## src/rtl/lu_icode_sequencer.sv

```systemverilog
// On-chip instruction source for the LU processor: a 16x8 program store fetched
// sequentially from a start address and delivered over valid/ready until HALT.
module lu_icode_sequencer #(
  parameter int              AW        = 4,
  parameter int              IW        = 8,
  parameter logic [IW-1:0]   HALT_CODE = 8'hFF
) (
  input  logic          clk,
  input  logic          rst,
  input  logic          prog_we,
  input  logic [AW-1:0] prog_addr,
  input  logic [IW-1:0] prog_wdata,
  input  logic          start,
  input  logic [AW-1:0] start_addr,
  output logic [IW-1:0] icode,
  output logic          icode_valid,
  input  logic          icode_ready,
  output logic [AW-1:0] pc,
  output logic          busy,
  output logic          halted
);

  typedef enum logic [1:0] {S_IDLE, S_RUN, S_HALT} state_t;

  state_t        state, state_nx;
  logic [IW-1:0] mem [0:(1<<AW)-1];
  logic [IW-1:0] rd_data;
  logic [AW-1:0] rd_addr;
  logic          inflight;
  logic [IW-1:0] buf0, buf1;
  logic [1:0]    count;
  logic [2:0]    occ;
  logic          pop, push, issue, halt_ret, restart;

  assign icode       = buf0;
  assign icode_valid = (count != 2'd0);
  assign pop         = icode_valid & icode_ready;
  assign restart     = start && (state != S_RUN);
  assign halt_ret    = (state == S_RUN) && inflight && (rd_data == HALT_CODE);
  assign push        = (state == S_RUN) && inflight && !halt_ret;
  // Occupancy counts the read still in flight so the buffer can never overflow.
  assign occ         = {1'b0, count} + {2'b00, inflight} - {2'b00, pop};
  assign issue       = (state == S_RUN) && !halt_ret && (occ < 3'd2);

  always_ff @(posedge clk or negedge rst) begin
    if (!rst) state <= S_IDLE;
    else      state <= state_nx;
  end

  always_comb begin
    state_nx = state;
    case (state)
      S_IDLE:  if (start)    state_nx = S_RUN;
      S_RUN:   if (halt_ret) state_nx = S_HALT;
      S_HALT:  if (start)    state_nx = S_RUN;
      default:               state_nx = S_IDLE;
    endcase
  end

  always_comb begin
    busy   = (state == S_RUN) || ((state == S_HALT) && (count != 2'd0));
    halted = (state == S_HALT) && (count == 2'd0);
  end

  always_ff @(posedge clk or negedge rst) begin
    if (!rst) begin
      inflight <= 1'b0;
      pc       <= '0;
    end else if (restart) begin
      inflight <= 1'b0;
      pc       <= start_addr;
    end else if (state == S_RUN) begin
      inflight <= issue;
      if (halt_ret)   pc <= rd_addr;
      else if (issue) pc <= pc + {{(AW-1){1'b0}}, 1'b1};
    end
  end

  // Head register is cleared on reset/flush so icode reads 0 until the first push.
  always_ff @(posedge clk or negedge rst) begin
    if (!rst) begin
      count <= 2'd0;
      buf0  <= '0;
    end else if (restart) begin
      count <= 2'd0;
      buf0  <= '0;
    end else if (push && pop) begin
      if (count == 2'd1) buf0 <= rd_data;
      else               buf0 <= buf1;
    end else if (push) begin
      if (count == 2'd0) buf0 <= rd_data;
      count <= count + 2'd1;
    end else if (pop) begin
      if (count == 2'd2) buf0 <= buf1;
      count <= count - 2'd1;
    end
  end

  always_ff @(posedge clk) begin
    if (!restart && push && ((pop && count == 2'd2) || (!pop && count == 2'd1)))
      buf1 <= rd_data;
  end

  always_ff @(posedge clk) begin
    if (prog_we && state != S_RUN) mem[prog_addr] <= prog_wdata;
    if (issue) begin
      rd_data <= mem[pc];
      rd_addr <= pc;
    end
  end

endmodule

```

## config.mk

```make
export PLATFORM = sky130hd
export DESIGN_NAME = lu_icode_sequencer
export DESIGN_NICKNAME = d
export VERILOG_FILES = /design/src/rtl/lu_icode_sequencer.sv
export SDC_FILE = /design/constraint.sdc
export NUM_CORES = 1
export LEC_CHECK = 0
export CAP_MARGIN = 10
export CORE_MARGIN = 2
export CORE_UTILIZATION = 45
export DETAILED_ROUTE_END_ITERATION = 10
export SLEW_MARGIN = 20
export SYNTH_ARGS = -nofsm -noshare
export SYNTH_HDL_FRONTEND = slang
export SYNTH_SLANG_ARGS = --single-unit
```

## constraint.sdc

```tcl
create_clock -name clk -period 8.9 [get_ports clk]
set_clock_uncertainty 0.05 [all_clocks]
set_input_delay 1.78 -clock clk [delete_from_list [all_inputs] [get_ports clk]]
set_output_delay 1.78 -clock clk [all_outputs]
set_load 0.05 [all_outputs]
```

### Yosys cells after proc, flatten, opt, wreduce, memory -nomap -nowiden

Memories as Yosys holds them, arrays and structs flattened. A register that Yosys moved wholly into a read port is not among the register bits.
Cells that the tools add are included.
Widths: inputs -> output; s select.

* register bits after elaboration: 29
* memory bits (writable): 128
* bits of input ports: 21
* output and inout port bits: 15
* word-level logic and storage cells: 79
* memories: 1

Memory list
* mem: depth 16, width 8, rd ports 1, clocked after Yosys merged registers in 1, write ports 1, RTL line 26 `logic [IW-1:0] mem [0:(1<<AW)-1];`

* $add $sub $neg: 5
* magnitude comparators: 1
* equal/unequal tests: 10
* mux-type cells: 22
* bitwise operators: 1
* reduce and logical (&&, ||, !) cells: 32

Operators with widths (count)
* $mux 8: 7
* $mux 4: 4
* $logic_and 1x1->1: 14
* $mux 2: 6
* $eq 8x8->1 const B: 1
* $reduce_bool 4->1: 2
* $reduce_and 2->1: 3
* $reduce_bool 3->1: 2
* $add 4x1->4 const B: 1
* $eq 2x1->1 const B: 2
* $eq 2x2->1 const B: 2
* $logic_not 2->1: 2
* $mux 1: 4
* $ne 2x1->1 const B: 2
* $ne 2x2->1 const B: 2
* $ne 4x1->1 const B: 1
* $pmux 2 s2: 1
* $reduce_bool 2->1: 2
* $add 2x1->3: 1
* $logic_not 1->1: 3
* $lt 3x2->1 const B: 1
* $reduce_and 3->1: 1
* $sub 3x1->3: 1
* $add 2x1->2 const B: 1
* other kinds (4): 5

### Longest topological paths before layout

Gate-level depths: netlist of run 1.

* depth in word-level cells: 10
* gate-level depth with buffers: 11

### Worst setup path after synthesis of run 1

No wires, ideal clock.

* path kind: in2reg
* start point: in icode_ready
* end point: reg rd_addr[0] (enable)
* library setup time: 0.382 ns
* arrival time: 3.851 ns
* path slack: 4.618 ns
* stages on the path: 8
* buffers on the path: 0
* path through: nand2b_2 > inv_2 > ha_1 > nand2b_1 > fa_1 > nand3b_1 > or2_2 > nor2_1

* word-level cells in the longest chain between the ends: 4

RTL lines
* from (decl): RTL line 17 `input logic icode_ready,`
* $and 1x1->1: RTL line 37 `assign pop = icode_valid & icode_ready;`
* $sub 3x1->3: RTL line 42 `assign occ = {1'b0, count} + {2'b00, inflight} - {2'b00, pop};`
* $lt 3x2->1: RTL line 43 `assign issue = (state == S_RUN) && !halt_ret && (occ < 3'd2);`
* $logic_and 1x1->1: RTL line 43
* named net issue: RTL line 33 `logic pop, push, issue, halt_ret, restart;`
* to (signal assigned): RTL line 108 `rd_addr <= pc;`
* to (decl): RTL line 28 `logic [AW-1:0] rd_addr;`

The timed path passes the listed nets, and every way through them passes these cells.
A chain may end at the register's enable or synchronous reset.

### Worst setup path in the final report of run 1

* start point: in icode_ready
* end point: reg rd_data[3] (read register of mem) (enable)

* word-level cells in the longest chain between the ends: 4

RTL lines
* $and 1x1->1: RTL line 37
* $sub 3x1->3: RTL line 42
* $lt 3x2->1: RTL line 43
* $logic_and 1x1->1: RTL line 43
* named net issue: RTL line 33
* to (decl): RTL line 27 `logic [IW-1:0] rd_data;`

The timed path passes the listed nets, and every way through them passes these cells.

==> results of run 1 <==
## kinds of logic (layout without fill, tap and decap cells)
| family | Yosys count | after routing | synth area share, % |
|---|---|---|---|
| multiplexers | 51 | 51 | 13.5 |
| AO/OA/AOI/OAI | 48 | 48 | 4.90 |
| buffers and inverters | 22 | 76 | 1.79 |
| flip-flops | 165 | 165 | 71.6 |
| adder cells (fa/ha/maj) | 7 | 7 | 1.36 |
| AND/OR/NAND/NOR | 81 | 81 | 6.35 |
| XOR/XNOR | 4 | 4 | 0.515 |
## metal layers
layer	GRT usage [%]	wire length, microns	vias up
met3	4.68	576	13
li1	-	-	1611
met4	5.95	140	0
met1	23.0	5840	1789
met2	27.7	6410	110
met5	0	0	-
## power breakdown
group          total [mW]  internal (mW)  switching, mW
Clock               0.719          0.415          0.304
Sequential           1.03          0.962         0.0691
Combinational       0.836          0.350          0.487
Total                2.59           1.73          0.860
## state kept, by name (all words and copies together), names as in the netlist
| signal | flops |
|---|---|
| mem | 128 |
| buf1 | 8 |
| icode | 8 |
| rd_data | 8 |
| pc | 4 |
| rd_addr | 4 |
| count | 2 |
| state | 2 |
| inflight | 1 |
## per-stage QoR
stage | power (mW) | hold slack [ns] | util, % | instance area (sq um) | std cells
finish | 2.59 | 0.436 | 54.0 | 7910 | 616
global route | 2.71 | 0.457 | 54.0 | 7910 | 616
CTS | 2.61 | 0.434 | 54.0 | 7910 | 616
detailed placement | 1.89 | 0.419 | 50.0 | 7330 | 586
global placement | 1.88 | 0.425 | 50.0 | 7320 | 586
floorplan | 1.67 | 0.397 | - | 6800 | 378
## area by class of cell
class | count | share of cell area (%)
repair buffers | 41 | 5.00
flip-flops and latches | 165 | 61.6
inverters | 5 | 0.237
clock inverters | 13 | 1.93
clock buffers | 17 | 5.38
well taps | 184 | 2.91
multi-input cells | 191 | 22.9
## synthesized netlist by cell type (all sizes together)
master	count	area share, %
edfxtp	148	65
mux4	32	11
nor2	19	1.0
dfrtp	17	6.3
mux2i	16	2.4
a21oi	15	1.1
buf	12	1.2
nand2	11	0.61
a211oi	10	1.2
nor3	10	0.74
nor2b	8	0.74
o21ai	7	0.57
nand2b	6	0.59
clkbuf	5	0.28
ha	5	0.92
inv	5	0.28
nand4	5	0.46
o31ai	5	0.55
and2	4	0.37
nand3	4	0.29
a311oi	3	0.48
mux2	3	0.50
nor4	3	0.28
a22o	2	0.26
and4	2	0.26
nand3b	2	0.22
nand4b	2	0.26
or2	2	0.18
or3	2	0.18
xnor2	2	0.26
xor2	2	0.26
a221oi	1	0.13
a31o	1	0.13
and3b	1	0.13
fa	1	0.29
maj3	1	0.15
o21a	1	0.11
o221a	1	0.17
o22ai	1	0.092
o31a	1	0.13
## worst max-delay path, stage by stage
cell             delay (ns)
clkdlybuf4s50_1        0.49
nand2b_2               0.11
inv_2                  0.13
ha_1                   0.23
nand2b_1               0.15
fa_1                   0.48
nand3b_1               0.19
or2_2                  0.37
nor2_2                 0.50
## path summary, 6_finish.rpt
kind	start	endpoint	slack, ns	cells past startpoint
max in group asynchronous	rst	pc[0]	6.45	1
min in group asynchronous	rst	pc[0]	1.79	1
setup / recovery	icode_ready	rd_data[3]	4.46	9
hold reg to reg	rd_addr[1]	pc[1]	0.44	2
setup reg to reg	count[1]	rd_data[3]	5.38	10
hold / removal	rd_addr[1]	pc[1]	0.44	2
==> results by group, run 1 <==
Global route
  – Number of global-route vias before repair: 3,523
  – Grt ovf: 0
  – First-pass GRT wire length: 20,400 microns
  – Initial antenna violation count: 0
  – Global routing usage summed across all routing layers: 17.2%
  – Largest net degree at the start of global routing: 39

Detailed routing
  – Number of iterations in the first detailed-routing pass: 5
  – Initial DRC Count: 295
  – Via density: 5.72
  – Routed wire length: 13,000 microns
  – Routed len/inst: 21.0 microns
  – Post-route ant nets: 0
  – Final routed DRC violation total: 0
  – Vias: 3,523

Placed design
  – HPWL reported at the end of detailed placement: 8330 microns
  – Pre-CTS setup slack: 3.75 ns
  – Final GP Congestion: 0.796
  – IO buf count: 35

STA
  – # setup viols final: 0
  – Worst-margin pin slew: between 0.9 and 1 ns
  – Fmax: 225 MHz
  – Worst-case headroom to the max-slew limit: about a third
  – Setup total negative slack: 0 ns
  – Unrepaired setup endpoints after global routing: no
  – Setup slack of the critical path after layout: 4.46 ns
  – Final-report max-slew violation count: 0
  – Final cycle utilization of the critical path: 49.9%
  – Fin. Hold Viols: 0
  – Period minus WS final: 4.44 ns

Synth
  – Mapped Avg Cell Area: 18.0 sq um
  – Count of synthesis-stage warnings from yosys: 0
  – Syn_nets: 405
  – Area of the mapped netlist: 0.00680 sq mm
  – Share of synthesized area occupied by flip-flops and latches: 71.6%
  – FF+latch count, synth: 165
  – Netlist cell types: 49
  – Post-synthesis cell count: 378

Clock network
  – CTS clock-pin slew for the worst setup and hold paths: 0.06 ns
  – Library cell used as clock root buffer: clkbuf_16
  – Post-cts resize count: 0
  – Clock latency of the later-clocked register in the worst-skew pair: 0.43 ns
  – Total CTS buffers: 17
  – Number of H-tree levels: 4
  – Post-CTS Repair Setup Buffers: 0
  – Clock Tree Buf Depth: 2
  – TritonCTS clock tree: built
  – Number of sinks driven by the clock tree: 165
  – Hold-fix buffers, CTS: 0

Finish
  – Sequential cell area: 0.00487 sq mm
  – Diodes inserted: 0
  – Commonest cells after routing, fill and taps aside: edfxtp_1 (148), clkdlybuf4s50_1 (35), mux4_2 (32)
  – Share of layout cells above drive strength 1: 19.0%
  – Commonest non-fill, non-tap cell in the layout: edfxtp_1
  – Filler instances: 1,162
  – Area of the multi-input gates: 0.00181 sq mm
  – Final-stage net count: 448
  – Area Overhead vs Synth: 16.3%

Job
  – Maxcap violations: 0

Power
  – Power density normalized to cell area: 327 mW/mm^2
  – VDD IR-drop max: 0.171 mV
  – Static leakage: ~2.6 nW

Worst hold path
  – Type of the worst min-delay path: reg2reg

Floorplan
  – Area of the die: 0.0161 sq mm
  – Width of the die: 127 microns
  – FP Rows: 44
  – Effective utilization at floorplan: 46.4%
  – Chip Height: 127 microns
  – Core area: 0.0146 sq mm
  – Boundary pin count: 36

Setup path
  – CP Data Arrival Time: approximately 4.4 ns
  – Kind of critical path: in2reg
  – Crit end category: flop
  – Worst Path Max Fanout: 13
  – Startpoint class of the critical path: primary input
  – Critical path data required time: 8.90 ns

Outcome
  – Result of the run: finished clean
Power figures use the tool's default switching activity.
==> run 2: changes to the inputs <==
Settings changed: PLACE_DENSITY set to 0.65.
Clock period 8.9 ns to 4 ns, I/O delays scaled along.
==> run 2 against run 1 <==
Non-clock buffer count rose by 4. Largest cell class unchanged. Worst hold slack improved by 0.015 ns. Cell count rose by 0.97%. Worst setup slack got worse by 3.7 ns. Flip-flop and latch count did not move. Total power rose by 120%. Count of clock-buffer cells in the layout did not move. Routed wire length rose by 2.1%. Die area did not move. Critical endpoint is now rd_data[7]. Via count fell by 0.23%. Highest routed layer unchanged. Sequential power rose by 130%.
==> results by group, run 2 (synthesized netlist as in run 1, its figures left out) <==
Job
  – Maxcap violations: 0

Global route
  – Largest net degree at the start of global routing: 24
  – Grt ovf: 0
  – Number of global-route vias before repair: around 3,600
  – First-pass GRT wire length: 20,500 microns
  – Global routing usage summed across all routing layers: about 17%
  – Initial antenna violation count: 0

Setup path
  – Worst reg2reg endpoint: rd_data[7]
  – Origin of the critical flop-to-flop path: count[1]
  – Crit end category: flop
  – Cell chain of the critical path: inv_1 > ha_1 > nand2b_2 > inv_2 > ha_1 > nand2b_1 > fa_1 > nand3b_1 > or2_2 > nor2_1 > buf_4
  – Slack of the worst reg-to-reg path: approximately 0.75 ns
  – CP max stage cell: fa_1
  – Startpoint class of the critical path: flop
  – Kind of critical path: reg2reg
  – Worst path max stage delay: 0.48 ns
  – Origin of the worst setup path: count[1]
  – CP Data Arrival Time: around 3.3 ns
  – Worst Path Max Fanout: 13
  – Crit path max-delay family: simple AND/OR/NAND/NOR gates
  – Depth of the worst register-to-register path: 11
  – Critical path data required time: about 4 ns
  – WP buf/inv: 3
  – Most prevalent standard cell on the critical path: ha_1

STA
  – Period minus WS final: 3.25 ns
  – Final cycle utilization of the critical path: approximately four fifths
  – Worst-margin pin slew: 0.899 ns
  – Fin. Hold Viols: 0
  – Setup total negative slack: 0 ns
  – Worst-case headroom to the max-slew limit: 39.8%
  – Final-report max-slew violation count: 0
  – # setup viols final: 0
  – Hold Worst Slack: 0.451 ns
  – Unrepaired setup endpoints after global routing: no
  – Fmax: roughly 310 MHz

Floorplan
  – Width of the die: 127 microns
  – FP Rows: 44
  – Core area: 0.0146 sq mm
  – Effective utilization at floorplan: 46.4%
  – Area of the die: 0.0161 sq mm
  – Chip Height: 127 microns
  – Boundary pin count: 36

Detailed routing
  – Uppermost routed layer: met4
  – Met2 Routed Length: 6500 microns
  – Final routed DRC violation total: 0
  – Length of routed met3 wiring: 766 microns
  – Initial DRC Count: 260
  – Via density: 5.65
  – Routed len/inst: 21.3 microns
  – Routed met1 length: ~5800 microns
  – Post-route ant nets: 0
  – Vias: 3,515
  – Routed wire length: 13,200 microns
  – Number of iterations in the first detailed-routing pass: 5

Placed design
  – Final GP Congestion: 0.798
  – HPWL reported at the end of detailed placement: 8480 microns
  – IO buf count: 35

Finish
  – Share of layout cells above drive strength 1: 18.9%
  – Largest Register: mem
  – Core utilization of the finished layout: 54.0%
  – Commonest non-fill, non-tap cell in the layout: edfxtp_1
  – Commonest cells after routing, fill and taps aside: edfxtp_1 (148), clkdlybuf4s50_1 (35), mux4_2 (32)
  – Flip-flop count of the largest register, all copies and words added: approximately 130
  – Area Overhead vs Synth: 16.3%
  – Diodes inserted: 0
  – Final-stage net count: approximately 450

Clock network
  – Library cell used as clock root buffer: clkbuf_16
  – CTS clock-pin slew for the worst setup and hold paths: 0.07 ns
  – Hold-fix buffers, CTS: 0
  – Post-cts resize count: 0
  – TritonCTS clock tree: built
  – Number of H-tree levels: 4
  – Clock Tree Buf Depth: 2
  – Clock latency of the later-clocked register in the worst-skew pair: approximately 0.42 ns
  – Number of sinks driven by the clock tree: 165
  – Post-CTS Repair Setup Buffers: 0
  – Total CTS buffers: 17

Power
  – Power density normalized to cell area: 723 mW/mm^2
  – Static leakage: 2.59 nW
  – VDD IR-drop max: 0.395 mV

Worst hold path
  – Worst Hold Launch: rd_addr[1]
  – Depth of the worst hold-timing path: 2
  – Hold Crit Endpoint: pc[1]
  – Type of the worst min-delay path: reg2reg

Outcome
  – Result of the run: finished clean
-- run 2: cell types whose count changed in the layout (fill, tap and decap cells not counted), sizes merged --
cell / change
buf: +4
bufinv: -1
inv: -1
clkinv: +6
clkinvlp: -2
-- run 2: layout make-up --
| cell class | count | area (sq um) |
|---|---|---|
| Fill cell | 1162 | 6740 |
| Sequential cell | 165 | 4870 |
| Multi-Input combinational cell | 191 | 1810 |
| Clock buffer | 17 | 425 |
| Timing Repair Buffer | 45 | 425 |
| Tap cell | 184 | 230 |
| Clock inverter | 15 | 131 |
| Inverter | 5 | 18.8 |
-- run 2: per-stage QoR --
| stage | area, sq um | cells | worst slack, ns | power [mW] |
|---|---|---|---|---|
| 6_report | 7910 | 622 | 0.747 | 5.72 |
| 2_1_floorplan | 6800 | 378 | 0.662 | 3.73 |
| 4_1_cts | 7910 | 622 | 0.764 | 5.77 |
| 5_1_grt | 7910 | 622 | 0.581 | 6.00 |
| 3_5_place_dp | 7350 | 590 | 0.397 | 4.23 |
| 3_3_place_gp | 7350 | 590 | 0.444 | 4.19 |
-- run 2: how the worst max path moves through the flow --
stage,end,slack [ns],depth (start not counted)
final,rd_data[7],0.75,11
after global routing,rd_data[0],0.58,11
after CTS,rd_data[5],0.76,11
after detailed placement,rd_data[2],0.40,10
after global placement,rd_data[2],0.44,10
after floorplan,rd_addr[0],0.66,10
-- run 2: power by group --
part | internal, mW | total [mW] | switching, mW | leakage, nW
clock network | 0.860 | 1.54 | 0.677 | 0.272
registers | 2.14 | 2.37 | 0.235 | 1.53
logic | 0.799 | 1.81 | 1.01 | 0.791
-- run 2: metal layers --
layer / track usage (%) / up-vias
met4: 5.49 / 0
li1: - / 1628
met3: 5.74 / 13
met1: 22.9 / 1772
met5: 0 / -
met2: 27.5 / 102
-- run 2: worst register-to-register path, cell delays in order, from the launching register on --
cell and delay, ns:
dfrtp_1 0.44, inv_1 0.12, ha_1 0.24, nand2b_2 0.25, inv_2 0.15, ha_1 0.24, nand2b_1 0.15, fa_1 0.48
nand3b_1 0.17, or2_2 0.35, nor2_1 0.10, buf_4 0.22
